==> src/rtl/alu_share_arbiter.sv <==
// alu_share_arbiter: lets two requesters share one combinational ALU.
// Each operation goes through the states IDLE (accept), EXEC (the ALU settles on the
// registered operands) and RESP (the result is held until the owner consumes it).
// Optional build macro: ALU_ARB_FIXED_PRIO_EN. When it is defined, req0 always wins a
// tie and the round-robin pointer is removed.
module alu_share_arbiter #(
    parameter int DATA_W = 32,
    parameter int TYPE_W = 4
) (
    input  logic              clk,
    input  logic              rst_n,
    input  logic [1:0]        req_valid,
    output logic [1:0]        req_ready,
    input  logic [DATA_W-1:0] req0_op1,
    input  logic [DATA_W-1:0] req0_op2,
    input  logic [TYPE_W-1:0] req0_type,
    input  logic [DATA_W-1:0] req1_op1,
    input  logic [DATA_W-1:0] req1_op2,
    input  logic [TYPE_W-1:0] req1_type,
    output logic [1:0]        rsp_valid,
    input  logic [1:0]        rsp_ready,
    output logic [DATA_W-1:0] rsp_data,
    output logic [DATA_W-1:0] alu_op1,
    output logic [DATA_W-1:0] alu_op2,
    output logic [TYPE_W-1:0] alu_type,
    input  logic [DATA_W-1:0] alu_out,
    output logic              busy
);

    typedef enum logic [1:0] {
        ST_IDLE = 2'd0,
        ST_EXEC = 2'd1,
        ST_RESP = 2'd2
    } state_t;

    state_t            state_q, state_d;
    logic              owner_q, owner_d;
    logic [DATA_W-1:0] alu_op1_q, alu_op1_d;
    logic [DATA_W-1:0] alu_op2_q, alu_op2_d;
    logic [TYPE_W-1:0] alu_type_q, alu_type_d;
    logic [DATA_W-1:0] rsp_data_q, rsp_data_d;
    logic [1:0]        rsp_valid_q, rsp_valid_d;
    logic              grant1;
`ifndef ALU_ARB_FIXED_PRIO_EN
    // rr_q = 0 favours req0 on a tie, rr_q = 1 favours req1
    logic              rr_q, rr_d;
`endif

    // Pick the winner: a lone requester always wins; a tie goes to the favoured one
    always_comb begin
`ifdef ALU_ARB_FIXED_PRIO_EN
        grant1 = req_valid[1] & ~req_valid[0];
`else
        grant1 = req_valid[1] & (~req_valid[0] | rr_q);
`endif
    end

    // Next-state, operand capture and result capture for the accept/exec/respond cycle
    always_comb begin
        state_d     = state_q;
        owner_d     = owner_q;
        alu_op1_d   = alu_op1_q;
        alu_op2_d   = alu_op2_q;
        alu_type_d  = alu_type_q;
        rsp_data_d  = rsp_data_q;
        rsp_valid_d = rsp_valid_q;
        req_ready   = 2'b00;
`ifndef ALU_ARB_FIXED_PRIO_EN
        rr_d        = rr_q;
`endif
        case (state_q)
            ST_IDLE: begin
                if (|req_valid) begin
                    req_ready  = grant1 ? 2'b10 : 2'b01;
                    owner_d    = grant1;
                    alu_op1_d  = grant1 ? req1_op1  : req0_op1;
                    alu_op2_d  = grant1 ? req1_op2  : req0_op2;
                    alu_type_d = grant1 ? req1_type : req0_type;
`ifndef ALU_ARB_FIXED_PRIO_EN
                    rr_d       = ~grant1;
`endif
                    state_d    = ST_EXEC;
                end
            end
            ST_EXEC: begin
                rsp_data_d  = alu_out;
                rsp_valid_d = owner_q ? 2'b10 : 2'b01;
                state_d     = ST_RESP;
            end
            ST_RESP: begin
                if (rsp_ready[owner_q]) begin
                    rsp_valid_d = 2'b00;
                    state_d     = ST_IDLE;
                end
            end
            default: begin
                state_d = ST_IDLE;
            end
        endcase
    end

    // State and datapath registers; reset drops any operation in flight
    always_ff @(posedge clk) begin
        if (!rst_n) begin
            state_q     <= ST_IDLE;
            owner_q     <= 1'b0;
            alu_op1_q   <= '0;
            alu_op2_q   <= '0;
            alu_type_q  <= '0;
            rsp_data_q  <= '0;
            rsp_valid_q <= 2'b00;
`ifndef ALU_ARB_FIXED_PRIO_EN
            rr_q        <= 1'b0;
`endif
        end else begin
            state_q     <= state_d;
            owner_q     <= owner_d;
            alu_op1_q   <= alu_op1_d;
            alu_op2_q   <= alu_op2_d;
            alu_type_q  <= alu_type_d;
            rsp_data_q  <= rsp_data_d;
            rsp_valid_q <= rsp_valid_d;
`ifndef ALU_ARB_FIXED_PRIO_EN
            rr_q        <= rr_d;
`endif
        end
    end

    assign alu_op1   = alu_op1_q;
    assign alu_op2   = alu_op2_q;
    assign alu_type  = alu_type_q;
    assign rsp_data  = rsp_data_q;
    assign rsp_valid = rsp_valid_q;
    assign busy      = (state_q != ST_IDLE);

endmodule

==> config.mk <==
export PLATFORM = sky130hd
export DESIGN_NAME = alu_share_arbiter
export DESIGN_NICKNAME = d
export VERILOG_FILES = /design/src/rtl/alu_share_arbiter.sv
export SDC_FILE = /design/constraint.sdc
export NUM_CORES = 1
export LEC_CHECK = 0
export CORE_MARGIN = 5
export CORE_UTILIZATION = 38
export CTS_CLUSTER_DIAMETER = 60
export DETAILED_ROUTE_END_ITERATION = 16
export PLACE_DENSITY = 0.81
export SLEW_MARGIN = 10
export SYNTH_ARGS = -nofsm -noshare
export SYNTH_HDL_FRONTEND = slang
export SYNTH_SLANG_ARGS = --single-unit
==> constraint.sdc <==
create_clock -name clk -period 1.5 [get_ports clk]
set_input_delay 0.3 -clock clk [delete_from_list [all_inputs] [get_ports clk]]
set_output_delay 0.3 -clock clk [all_outputs]
set_load 0.01 [all_outputs]
==> results <==
## cell families after synthesis
kind of cell,after synthesis
AO/OA/AOI/OAI,197
buffers and inverters,73
flip-flops,106
multiplexers,1
AND/OR/NAND/NOR,194
## routing by layer
metal	track usage (%)	vias up
li1	-	2616
met1	28.5	2640
met2	40.4	307
met3	5.45	61
met4	13.6	0
met5	0	-
## synth_stat cells (2+ instances only)
master	count	area share, %
clkbuf_1	35	2.8
buf_2	32	3.4
a31oi_1	50	6.7
inv_1	2	0.16
a21oi_1	35	3.7
nor2_1	2	0.16
a21boi_1	10	1.6
o21ai_0	37	3.9
o311a_1	18	3.8
dfxtp_1	106	45
and3_1	18	2.4
o21ai_1	18	1.9
a21boi_0	8	1.3
nor2_4	2	0.48
nand2_1	65	5.2
nand3_1	51	5.4
o21bai_1	18	2.9
inv_2	2	0.16
nand4_1	50	6.7
## metrics by stage
stage / util [%] / instance area [sq um] / std cells / hold slack [ps] / power [uW]
after floorplan: - / 4690 / 571 / 436 / 4240
after global placement: 63.6 / 7670 / 975 / 442 / 5480
after detailed placement: 63.6 / 7670 / 975 / 448 / 5540
after CTS: 65.2 / 7870 / 991 / 351 / 7850
after global routing: 65.7 / 7920 / 991 / 370 / 8190
final: 65.7 / 7920 / 991 / 351 / 7840
## cell type report
| type | instances | area, sq um | share of cell area, % |
|---|---|---|---|
| Antenna cell | 1 | 2.50 | 0.0316 |
| Sequential cell | 106 | 2130 | 26.8 |
| Clock buffer | 9 | 225 | 2.84 |
| Tap cell | 168 | 210 | 2.65 |
| Multi-Input combinational cell | 392 | 2270 | 28.7 |
| Inverter | 4 | 17.5 | 0.221 |
| Clock inverter | 6 | 82.6 | 1.04 |
| Timing Repair Buffer | 305 | 2990 | 37.7 |
## flip-flops by register name, summed over array words and instances, names as in the netlist
name	cells
alu_op1	32
alu_op2	32
alu_type	4
owner_q	1
rr_q	1
rsp_data	32
rsp_valid	2
state_q	2
## power by group
part / internal (uW) / switching [uW]
combinational: 1100 / 1050
sequential: 3080 / 132
clock: 1450 / 1030
## worst min path at each step
stage,from,end,slack (ps)
finish,req_valid[1],rr_q$_SDFFE_PN0P_,350
global route,req_valid[1],rr_q$_SDFFE_PN0P_,370
CTS,req_valid[1],rr_q$_SDFFE_PN0P_,350
detailed placement,rsp_data[21]$_SDFFE_PN0P_,rsp_data[21]$_SDFFE_PN0P_,450
global placement,rsp_data[25]$_SDFFE_PN0P_,rsp_data[25]$_SDFFE_PN0P_,440
floorplan,alu_out[0],rsp_data[0]$_SDFFE_PN0P_,440
## what timing repair did
item,in CTS,in global routing
resized for setup,123,33
pin swaps,2,3
endpoints found under the setup margin,155,65
endpoints found under the hold margin,0,0
setup buffers,1,0
## worst register-to-register path, cell delays in order, from the launching register on
cell     delay, ps
dfxtp_2        340
nor2_4         190
buf_6          130
inv_4           30
buf_4          140
buf_12         170
o21ai_0        210
a31oi_1        100
==> impl_metrics.tcl <==
set metrics [dict create \
    ir_worst_vdd_mv 0.535 \
    via_count 5624 \
    nets 992 \
    top_layer "met4" \
    yosysUniqueCellTypes 31 \
    grt_use_total_pct 24.2 \
    rr_endpoint "alu_op2[6]$_SDFFE_PN0P_" \
    critPathBufInv 2 \
    nFillCells 1041 \
    slowest_stage "dfxtp_2" \
    crit_type "reg2out" \
    cts_tree "built" \
    layout-drive-gt1-share_pct 7.42 \
    start_util_pct 38.9 \
    met3_length_um 1640 \
    critPathLaunchType "flop" \
    synth_top_family_by_area "compound AO/OA/AOI/OAI gates" \
    hold_viol_final 0 \
    holdBufCountCts 0 \
    worst-path-stages 4 \
    seq_area_frac_synth_pct 45.3 \
    yosys.area_share.xor_xnor_pct 0 \
    met1_length_um 7040 \
    gp_congestion 0.834 \
    synth-seq-cells 106 \
    worstRegToRegCells 7 \
    synth_mux_area_share_pct 0.214 \
    syn_avg_cell_area_sq_um 8.21 \
    path_cells "nand2b_2 > nand3_2 > inv_2 > buf_6" \
    finalSetupTns_ps 0 \
    fp.dieW_um 121 \
    root_buffer "clkbuf_16" \
    leakage_uw 0.00332 \
    synth_flop_cell "dfxtp_1" \
    grt_overflow 0 \
    cpLargestDelayFamily "flip-flops" \
    clk_pin_slew_ps 60 \
    synth_warnings 0 \
    rsz0062_at_grt "true" \
    holdCritPathClass "in2reg" \
    synth_adder_area_share_pct 0 \
    synth_nets 745 \
    power_density_nw_per_um2 990 \
    final_common_cell "clkdlybuf4s50_1" \
    drt-total-wl_um 18600 \
    fmax_ghz 0.694 \
    io_buffers 278 \
    cap_violations 0 \
    status "finished, final reports clean" \
    grt_first_pass_wirelength_um 28700 \
    grt_pass1_vias 5570 \
    clock_skew_ps 7.95 \
    clockBufferDepth 2 \
    r2r-start "state_q[1]$_SDFFE_PN0P_" \
    drt-vias-per-instance 5.68 \
    setup_viol 0 \
    synth_compound_area_share_pct 26.5 \
    max_stage_delay_ps 340 \
    crit_start "rr_q$_SDFFE_PN0P_" \
    area_growth_syn_to_layout_pct 68.9 \
    relSlewSlack_pct 65.5 \
    cp.required_ps 1200 \
    h-tree-depth 3 \
    io_pins 279 \
    die_y_um 121 \
    place_ws_ps -522 \
    path_max_fanout 3 \
    synth_cells 571 \
    die_area_sq_um 14700 \
    worst_pin_slew_ps 517 \
    async_flop_share_pct 0 \
    min_period_ps 1440 \
    end_kind "output pin" \
    drc 0 \
    crit_end "req_ready[1]" \
    wl_per_cell_um 18.8 \
    ant_nets 0 \
    drtIter0Drc 569 \
    worst-r2r-setup-slack_ps 80 \
    arrival_ps 1140 \
    core.rowCount 40 \
    layout_common_cells "clkdlybuf4s50_1 (171), dfxtp_1 (103), dlygate4sd2_1 (103)" \
    min_delay_path_depth 4 \
    yosys.area_share.simple_pct 21.2 \
    antenna_found_initial 1 \
    dr.pass1.iters 5 \
    grt_max_degree 59 \
    cts.sinks 106 \
    synth_edf_count 0 \
    drv_slew 0 \
    met2WireLength_um 9010 \
    place_hpwl_um 13400 \
    core_area_sq_um 12100 \
    cts_buffers 9 \
    syn_area_sq_um 4690 \
    post-route-period-util_pct 96.1 \
    worst_slack_ps 58.6 \
    clkLatencyLatePin_ps 340 \
]
Power figures use the tool's default switching activity.
